File: src/rtl/uart_tx.sv
// 8N1 UART transmitter with a holding register (TDR) in front of the line shifter.
// Optional parity bit when UART_TX_PARITY_EN is defined (adds parameter PARITY_ODD).
module uart_tx #(
  parameter int unsigned CLK_FREQ = 100000000,
  parameter int unsigned UART_BPS = 115200
`ifdef UART_TX_PARITY_EN
  ,
  parameter bit          PARITY_ODD = 1'b0
`endif
) (
  input  logic       CLK,
  input  logic       RST_N,
  input  logic       TX_WE,
  input  logic [7:0] TDR,
  output logic       TXE,
  output logic       TX_BUSY,
  output logic       TX_DONE,
  output logic       PIN_UART_TX
);

  localparam int unsigned BPS_CNT = CLK_FREQ / UART_BPS;
  localparam int unsigned CNT_W   = 16;
  localparam logic [CNT_W-1:0] CNT_LAST = CNT_W'(BPS_CNT - 1);

  typedef enum logic [2:0] {
    S_IDLE,
    S_START,
    S_DATA,
`ifdef UART_TX_PARITY_EN
    S_PARITY,
`endif
    S_STOP
  } state_e;

  state_e           state_q, state_d;
  logic [CNT_W-1:0] cnt_q, cnt_d;
  logic [2:0]       bit_q, bit_d;
  logic [7:0]       hold_q, hold_d;
  logic [7:0]       shift_q, shift_d;
  logic             txe_q, txe_d;
  logic             pin_q, pin_d;
  logic             busy_q, busy_d;
  logic             done_q, done_d;
  logic             bit_end;

  // State and datapath registers
  always_ff @(posedge CLK or negedge RST_N) begin
    if (!RST_N) begin
      state_q <= S_IDLE;
      cnt_q   <= '0;
      bit_q   <= '0;
      hold_q  <= '0;
      shift_q <= '0;
      txe_q   <= 1'b1;
      pin_q   <= 1'b1;
      busy_q  <= 1'b0;
      done_q  <= 1'b0;
    end else begin
      state_q <= state_d;
      cnt_q   <= cnt_d;
      bit_q   <= bit_d;
      hold_q  <= hold_d;
      shift_q <= shift_d;
      txe_q   <= txe_d;
      pin_q   <= pin_d;
      busy_q  <= busy_d;
      done_q  <= done_d;
    end
  end

  assign bit_end = (cnt_q == CNT_LAST);

  // Next state: write acceptance, holding->shifter transfer, bit sequencing
  always_comb begin
    state_d = state_q;
    cnt_d   = cnt_q;
    bit_d   = bit_q;
    hold_d  = hold_q;
    shift_d = shift_q;
    txe_d   = txe_q;

    if (TX_WE && txe_q) begin
      hold_d = TDR;
      txe_d  = 1'b0;
    end

    if (state_q != S_IDLE) begin
      cnt_d = bit_end ? '0 : cnt_q + CNT_W'(1);
    end

    case (state_q)
      S_IDLE: begin
        cnt_d = '0;
        bit_d = '0;
        if (!txe_q) begin
          shift_d = hold_q;
          txe_d   = 1'b1;
          state_d = S_START;
        end
      end
      S_START: begin
        if (bit_end) begin
          state_d = S_DATA;
          bit_d   = '0;
        end
      end
      S_DATA: begin
        if (bit_end) begin
          if (bit_q == 3'd7) begin
`ifdef UART_TX_PARITY_EN
            state_d = S_PARITY;
`else
            state_d = S_STOP;
`endif
          end else begin
            bit_d = bit_q + 3'd1;
          end
        end
      end
`ifdef UART_TX_PARITY_EN
      S_PARITY: begin
        if (bit_end) state_d = S_STOP;
      end
`endif
      S_STOP: begin
        if (bit_end) begin
          // A queued byte chains straight into the next start bit
          if (!txe_q) begin
            shift_d = hold_q;
            txe_d   = 1'b1;
            state_d = S_START;
          end else begin
            state_d = S_IDLE;
          end
        end
      end
      default: state_d = S_IDLE;
    endcase
  end

  // Registered outputs are computed from the next state so they line up with it
  always_comb begin
    pin_d  = 1'b1;
    busy_d = (state_d != S_IDLE);
    done_d = (state_d == S_STOP) && (cnt_d == CNT_LAST);
    case (state_d)
      S_IDLE:   pin_d = 1'b1;
      S_START:  pin_d = 1'b0;
      S_DATA:   pin_d = shift_d[bit_d];
`ifdef UART_TX_PARITY_EN
      S_PARITY: pin_d = (^shift_d) ^ PARITY_ODD;
`endif
      S_STOP:   pin_d = 1'b1;
      default:  pin_d = 1'b1;
    endcase
  end

  assign TXE         = txe_q;
  assign TX_BUSY     = busy_q;
  assign TX_DONE     = done_q;
  assign PIN_UART_TX = pin_q;

endmodule

File: config.mk
export PLATFORM = sky130hd
export DESIGN_NAME = uart_tx
export DESIGN_NICKNAME = d
export VERILOG_FILES = /design/src/rtl/uart_tx.sv
export SDC_FILE = /design/constraint.sdc
export NUM_CORES = 1
export LEC_CHECK = 0
export ABC_AREA = 1
export CORE_UTILIZATION = 30
export CTS_BUF_LIST = sky130_fd_sc_hd__clkbuf_16
export DETAILED_ROUTE_END_ITERATION = 16
export GPL_ROUTABILITY_DRIVEN = 0
export GPL_TIMING_DRIVEN = 0
export PLACE_DENSITY = 0.44
export SLEW_MARGIN = 20
export SYNTH_ARGS = -nofsm -noshare
export SYNTH_HDL_FRONTEND = slang
export SYNTH_SLANG_ARGS = --single-unit
File: constraint.sdc
create_clock -name CLK -period 3.1 [get_ports CLK]
set_input_delay 0.465 -clock CLK [delete_from_list [all_inputs] [get_ports CLK]]
set_output_delay 0.465 -clock CLK [all_outputs]
set_load 0.05 [all_outputs]
==> results of run 1 <==
==> worst register-to-register path: stages, from the launching register on <==
cell and delay, ns:
dfrtp_1 0.37, ha_1 0.20, inv_1 0.09, nor3_2 0.38, nand3_1 0.15, inv_1 0.13, nand2_1 0.07, a21oi_2 0.18
nand3_1 0.10, nor2_1 0.19, nand3_1 0.10, nor2_1 0.08
==> per-stage QoR <==
stage	utilization [%]	power, mW	setup WS [ns]	area (um2)
after CTS	37.0	1.88	1.01	2920
after detailed placement	35.3	1.37	1.01	2790
final	37.0	1.85	0.985	2920
after floorplan	-	1.20	1.32	2500
after global placement	35.1	1.36	0.282	2770
after global routing	37.0	1.99	0.801	2920
==> routing by layer <==
| metal | vias to the layer above | global-route usage [%] | part of all wire (%) |
|---|---|---|---|
| met1 | 1008 | 24.0 | 54 |
| li1 | 1119 | - | - |
| met5 | - | 0 | 0 |
| met2 | 31 | 23.3 | 42 |
| met4 | 0 | 3.85 | 0.98 |
| met3 | 4 | 2.20 | 2.5 |
==> registers in the layout (all words and copies together) (netlist names) <==
register,count
PIN_UART_TX,1
TXE,1
TX_BUSY,1
TX_DONE,1
bit_q,3
cnt_q,16
hold_q,8
shift_q,8
state_q,3
==> worst max-delay path by stage <==
stage / depth (start not counted) / from / to / slack [ns]
3_3_place_gp: 1 / RST_N / hold_q[1] / 0.28
5_1_grt: 11 / cnt_q[0] / TX_DONE / 0.80
4_1_cts: 11 / cnt_q[0] / TX_DONE / 1.01
2_1_floorplan: 11 / TXE / PIN_UART_TX / 1.32
6_report: 11 / cnt_q[0] / TX_DONE / 0.99
3_5_place_dp: 11 / cnt_q[0] / TX_DONE / 1.01
==> final cells by class <==
type / instances / area [um2] / share of cell area, %
Timing Repair Buffer: 15 / 155 / 5.32
Clock buffer: 5 / 125 / 4.29
Sequential cell: 42 / 1050 / 36.1
Clock inverter: 2 / 7.51 / 0.257
Inverter: 52 / 196 / 6.73
Multi-Input combinational cell: 238 / 1220 / 41.7
Tap cell: 102 / 128 / 4.37
Buffer: 5 / 35.0 / 1.20
==> synth_stat cells (all sizes together), types with 2 or more instances <==
cell type	number
nand2	94
dfrtp	40
o22ai	7
a21oi	6
inv	49
and2	2
dfstp	2
nor2	39
mux2	7
nor3	5
nand3	39
ha	2
nand4	5
clkinv	3
buf	4
xor2	4
o21bai	2
o21ai	17
==> kinds of logic (layout without fill, tap and decap cells) <==
family,Yosys count,after routing
muxes,7,7
xor gates and xnor gates,5,5
AOI/OAI and AO/OA,36,36
adders and majority gates,2,2
buffers and inverters,57,79
and+or+nand+nor,187,187
DFF,42,42
other,1,1
==> report_power, final <==
| part | switching [mW] | internal [mW] |
|---|---|---|
| Clock | 0.199 | 0.288 |
| Sequential | 0.0675 | 0.691 |
| Combinational | 0.377 | 0.226 |
| Total | 0.644 | 1.20 |
==> impl_metrics.ini, run 1 <==
[yosys]
synth_ff_type = dfrtp_1
yosys.area_share.simple_pct = 33.8
synth.avg_cell_area_um2 = 7.43
syn_area_um2 = 2500
synth_fa_ha_area_share_pct = 1.00
synthMuxAreaShare_pct = 3.15
synth_top_family_by_area = simple AND/OR/NAND/NOR gates
synth_edf_count = 0
syn_inst = 337
ys_warn_count = 0
synthXorXnorAreaFrac_pct = 1.75
syn_nets = 350
ys_ff_latch = 42
yosysUniqueCellTypes = 41
postSynth.asyncResetShare_pct = 100
ys_top_cells_by_area = dfrtp_1 40%, nand2_1 13%, nand3_1 7.8%, inv_1 6.7%, nor2_1 4.9%
synth_compound_area_share_pct = 8.80
yosysTopAreaCell = dfrtp_1
synth_seq_area_share_pct = 42.1
synth.top_cell.area_share_pct = 40.0

[place]
io_buffers = 14
place_inst = 454
place_hpwl_um = 4630

[clock_tree]
clkTransAtPathRegs_ns = 0.06
htree_levels = 2
clock_latency_ns = 0.28
cts_root_buf = clkbuf_16
clk_path_buf_depth = 2
cts_tree = done
numCtsBuffers = 5
cts.sinks = 42
cts_resized = 0
cts_setup_buffers = 0
cts_hold_buf = 0

[route]
drtIter0Drc = 118
drc = 0
wl_um = 6210
antenna_left = 0
drtPass1Iterations = 4
vias = 2162
avgRoutedWirePerCell_um = 13.5
vias_per_cell = 4.69

[critical_path]
path_common_cell = nand3_1
cp.arrival_ns = 2.33
cp_slowest_cell = nor3_2
slowest_delay_ns = 0.38
cp_cell_sequence = ha_1, inv_1, nor3_2, nand3_1, inv_1, nand2_1, a21oi_2, nand3_1, nor2_1, nand3_1, nor2_1
critical-path-top-delay-family = simple AND/OR/NAND/NOR gates
r2r-end = TX_DONE
rrSetupSlack_ns = 0.99
worstSetupStartpointType = flip-flop
critPathMaxFanout = 5
path_class = flip-flop to flip-flop
rr_worst_depth = 11
reg2reg_from = cnt_q[0]
cp.required_ns = 3.31
path_buf_inv = 2
end_kind = flip-flop

[worst_hold_path]
hp-class = primary input to async pin

[layout]
area_delta_synth_final_pct = 16.6
mostFrequentLayoutCells = 86 x nand2_1, 47 x inv_1, 40 x dfrtp_1
final_nets = 372
antenna_cells = 0
layout_commonest_cell = nand2_1
drive_above_1_share_pct = 12.8
final_cells = 461
n_fill_cell = 826

[die]
pin_count = 15
num_rows = 32
core_um2 = 7890
die_y_um = 93.4
die_area_um2 = 8720
die-width_um = 93.4
start_util_pct = 31.7

[pwr]
p_per_area_nw_per_um2 = 633
p_leak_nw = 1.43
ir_drop_uv = 295

[flow_run]
max_cap_viol_count = 0

[timing]
timing.fmax_mhz = 473
rsz0062_at_grt = false
fin_crit_ns = 2.11
fin_crit_sh_pct = 68.2
finalMaxSlewViolations = 0
setup_viol = 0
clock_skew_ns = 0.00433
tightest_slew_ns = 0.523
holdWs_ns = 0.141
relSlewSlack_pct = 64.8
hold_viol = 0
fin_tns_setup_ns = 0

[run_status]
status = finished clean

[global_routing]
grt_pass1_vias = 2098
antenna_found_initial = 0
overflow = 0
grt_pass1_wl_um = 10600
track_usage_pct = 15.8
grt_max_degree = 25
Note: power is estimated with default switching activity, not from simulation.
==> run 2: changes to the inputs <==
Settings changed: PLACE_DENSITY 0.44 to 0.46.
Clock period 3.1 ns to 1.8 ns, I/O delays scaled along.
==> run 2 against run 1 <==
  * The flow now finishes with violations (negative setup slack)
  * Wire length shrank 1.1%
  * Die area is the same
  * Sequential cell count is the same
  * Clock power grew 77%
  * Critical path depth grew 5
  * Critical path type unchanged
  * Critical endpoint is now PIN_UART_TX
  * Largest power group unchanged
==> impl_metrics.ini, run 2 (synthesis gave the netlist of run 1 again) <==
[run_status]
status = finished with violations
violations = negative setup slack

[die]
start_util_pct = 31.7
die_y_um = 93.4
pin_count = 15
num_rows = 32
core_um2 = 7890
die-width_um = 93.4
die_area_um2 = 8720

[place]
io_buffers = 14
pre_cts_ws_ns = -0.272
place_area_um2 = 2790
place_hpwl_um = 4500

[layout]
largest_registers = cnt_q (16), hold_q (8), shift_q (8)
multiInputGateArea_um2 = 1270
largest_reg_flops = 16
n_fill_cell = 834
post-route-util_pct = 38.8
regArea_um2 = 1060
stdcell_area_um2 = 3060
final_nets = 379
largest-register = cnt_q
layout_commonest_cell = nand2_1
drive_above_1_share_pct = 19.1
area_delta_synth_final_pct = 22.1
mostFrequentLayoutCells = 84 x nand2_1, 45 x inv_1, 38 x nand3_1
antenna_cells = 0

[critical_path]
slowest_delay_ns = 0.36
critPathMaxFanout = 7
path_class = flip-flop to flip-flop
cp_cell_sequence = ha_2, inv_2, nor2_4, nand2_2, nor2_4, nand2_4, buf_8, nand2_2, nand2_2, o21bai_4, nand2_1, nand2_1, nand2_1, nand3_1, nand3_1, nand2_1
rr_worst_depth = 16
r2r-end = PIN_UART_TX
cp.arrival_ns = 2.11
reg2reg_from = cnt_q[0]
cp_slowest_cell = dfrtp_1
cp.required_ns = 2.03
end_kind = flip-flop
path_buf_inv = 2
critical-path-top-delay-family = simple AND/OR/NAND/NOR gates
rrSetupSlack_ns = -0.08
path_common_cell = nand2_1
worstSetupStartpointType = flip-flop

[pwr]
finalPower_mw = 3.23
p_leak_nw = 1.49
p_per_area_nw_per_um2 = 1050
ir_drop_uv = 401

[global_routing]
overflow = 0
grt_max_degree = 26
track_usage_pct = 15.6
grt_pass1_wl_um = 10400
grt_pass1_vias = 2078
antenna_found_initial = 0

[timing]
relSlewSlack_pct = 67.1
rsz0062_at_grt = true
setup_ws_ns = -0.0818
clock_skew_ns = 0.00473
fin_crit_ns = 1.88
finalMaxSlewViolations = 0
timing.fmax_mhz = 531
tightest_slew_ns = 0.488
fin_crit_sh_pct = 105
hold_viol = 0
setup_viol = 2

[route]
avgRoutedWirePerCell_um = 13.1
vias = 2216
drtIter0Drc = 111
drc = 0
drtPass1Iterations = 4
antenna_left = 0
vias_per_cell = 4.72
wl_um = 6140

[clock_tree]
cts_root_buf = clkbuf_16
htree_levels = 2
clock_latency_ns = 0.28
numCtsBuffers = 5
cts.sinks = 42
cts_tree = done
clk_path_buf_depth = 2
clkTransAtPathRegs_ns = 0.06

[worst_hold_path]
hp-class = primary input to async pin

[flow_run]
max_cap_viol_count = 0
[run 2: metrics by stage]
step           TNS (ns)  std cells  hold WS [ns]
2_1_floorplan         0        337       -0.0256
3_3_place_gp     -32.33        453         0.465
3_5_place_dp     -0.530        454         0.244
4_1_cts          -0.178        467         0.473
5_1_grt          -0.706        469         0.509
6_report         -0.159        469         0.457
[run 2: worst max path at each step]
stage / startpoint / end / cells after the start
after floorplan: TXE / PIN_UART_TX / 11
after global placement: RST_N / shift_q[6] / 1
after detailed placement: cnt_q[0] / TX_DONE / 13
after CTS: cnt_q[0] / PIN_UART_TX / 16
after global routing: cnt_q[0] / TX_DONE / 13
final: cnt_q[0] / PIN_UART_TX / 16
[run 2: layout make-up]
type                            instances  area share (%)
Tap cell                              102            4.17
Clock buffer                            5            4.09
Inverter                               52            6.42
Clock inverter                          3           0.409
Sequential cell                        42            34.6
Buffer                                  5            1.31
Timing Repair Buffer                   22            7.45
Multi-Input combinational cell        238            41.6
[run 2: power breakdown]
group / switching (mW) / internal, mW
sequential: 0.111 / 1.19
clock: 0.359 / 0.502
combinational: 0.658 / 0.407
[run 2: timing repair]
item                                    CTS  global route
pin swaps                                 3             7
gates resized for setup                  13            11
hold buffers                              1             0
setup buffers                             3             2
cloned                                    1             0
endpoints found under the setup margin    5             6
hold endpoints to repair                 16             0
[run 2: metal layers]
layer	up-vias	track usage, %	share of wire, %
met3	7	2.52	4.4
met5	-	0	0
li1	1137	-	-
met2	46	22.9	43
met1	1026	23.1	51
met4	0	5.64	1.5
==> run 3: changes to the inputs <==
Settings changed: GPL_TIMING_DRIVEN 0 to default.
==> run 3 against run 2 <==
  * The run still ends with negative setup slack left
  * Cell count grew 7.2%
  * Worst hold slack gained 0.032 ns
  * Combinational power increased by 11%
  * Critical path type unchanged
  * Highest routed layer unchanged
==> impl_metrics.ini, run 3 (synthesis gave the netlist of run 1 again) <==
[timing]
fin_tns_setup_ns = -0.0284
fin_crit_ns = 1.83
setup_viol = 1
hold_viol = 0
clock_skew_ns = 0.00781
relSlewSlack_pct = 66.3
setup_ws_ns = -0.0284
rsz0062_at_grt = true
finalMaxSlewViolations = 0
fin_crit_sh_pct = 102
tightest_slew_ns = 0.506
timing.fmax_mhz = 547

[critical_path]
end_kind = flip-flop
r2r-end = PIN_UART_TX
path_buf_inv = 3
rrSetupSlack_ns = -0.03
cp.required_ns = 2.03
cp.arrival_ns = 2.06
reg2reg_from = cnt_q[0]
cp_cell_sequence = ha_2, inv_4, nor2_4, buf_4, nand2_1, nor2_2, nand4_1, nand2_2, nand2_4, inv_4, nand2_1, nand2_1, nand2_1, nand3_1, nand3_1, nand2_1
rr_worst_depth = 16
critical-path-top-delay-family = simple AND/OR/NAND/NOR gates
critPathMaxFanout = 5
path_class = flip-flop to flip-flop
worstSetupStartpointType = flip-flop
slowest_delay_ns = 0.35
cp_slowest_cell = dfrtp_1
path_common_cell = nand2_1

[die]
core_um2 = 7890
die_y_um = 93.4
start_util_pct = 31.7
num_rows = 32
pin_count = 15
die-width_um = 93.4
die_area_um2 = 8720

[layout]
post-route-util_pct = 42.2
drive_above_1_share_pct = 27.7
antenna_cells = 0
area_delta_synth_final_pct = 32.8
final_nets = 413
layout_commonest_cell = nand2_1
stdcell_area_um2 = 3330
largest_registers = cnt_q (16), hold_q (8), shift_q (8)
largest_reg_flops = 16
mostFrequentLayoutCells = 82 x nand2_1, 45 x buf_4, 43 x inv_1
largest-register = cnt_q

[pwr]
p_comb_share_pct = 34.9
p_per_area_nw_per_um2 = 1020
finalPower_mw = 3.39
p_sw_mw = 1.19
p_leak_nw = 1.67
ir_drop_uv = 486
p_int_mw = 2.20
power_frac_seq_pct = 39.1
switching_share_pct = 35.0
pwr-share-clk_pct = 26.1

[worst_hold_path]
hp-class = primary input to async pin

[clock_tree]
cts.sinks = 42
htree_levels = 2
clock_latency_ns = 0.29
clkTransAtPathRegs_ns = 0.07
cts_root_buf = clkbuf_16
numCtsBuffers = 5
cts_tree = done
clk_path_buf_depth = 2

[global_routing]
track_usage_pct = 16.8
overflow = 0
grt_max_degree = 23
grt_pass1_vias = 2293
antenna_found_initial = 0
grt_pass1_wl_um = 11200

[route]
wl_um = 6450
vias_per_cell = 4.63
drtIter0Drc = 94
antenna_left = 0
avgRoutedWirePerCell_um = 12.8
drtPass1Iterations = 4
vias = 2327
drc = 0

[place]
pre_cts_ws_ns = -0.0866
io_buffers = 14
place_area_um2 = 3070
place_hpwl_um = 4960

[run_status]
status = finished with violations
violations = negative setup slack

[flow_run]
max_cap_viol_count = 0
## run 3: cell types whose count changed in the layout (fill, tap and decap cells not counted), sizes merged
cell,before,now
inv,51,50
buf,12,49
clkbuf,6,5
clkinv,4,5
dlygate4sd2,2,0
## run 3: final cells by class
class	count	area, um2
fill	818	4560
multi-input combinational	238	1290
sequential	42	1050
timing repair buffer	61	505
inverter	52	204
tap	102	128
clock buffer	5	125
clock inverter	3	13.8
## run 3: worst max-delay path by stage
stage	startpoint	slack, ns	end	cells past startpoint
2_1_floorplan	TXE	0.02	PIN_UART_TX	11
3_3_place_gp	cnt_q[0]	-0.10	TX_DONE	12
3_5_place_dp	cnt_q[0]	-0.09	PIN_UART_TX	16
4_1_cts	cnt_q[1]	-0.04	PIN_UART_TX	16
5_1_grt	cnt_q[0]	-0.22	PIN_UART_TX	16
6_report	cnt_q[0]	-0.03	PIN_UART_TX	16
## run 3: what timing repair did
action                                  CTS  global route
gates resized for setup                  12            17
setup buffers                             1             1
endpoints found under the setup margin    2             4
hold endpoints to repair                 19             0
pin swaps                                 5             8
hold buffers                              1             0
cloned                                    0             0
## run 3: routing by layer
metal	wire length, um	track usage [%]	up-vias
met2	2860	26.0	35
met3	174	2.28	7
met1	3330	24.4	1081
met4	85	5.00	0
met5	0	0	-
li1	-	-	1204
## run 3: through the flow
step,instances,hold WS [ns]
2_1_floorplan,337,-0.0256
3_3_place_gp,492,0.273
3_5_place_dp,492,0.283
4_1_cts,502,0.508
5_1_grt,503,0.527
6_report,503,0.489
## run 3: power by group through the flow
stage	Clock, mW	Sequential, mW	Combinational [mW]
2_1_floorplan	0	1.36	0.715
3_3_place_gp	0	1.33	1.11
3_5_place_dp	0	1.34	1.13
4_1_cts	0.907	1.33	1.16
5_1_grt	0.949	1.35	1.33
6_report	0.883	1.32	1.18
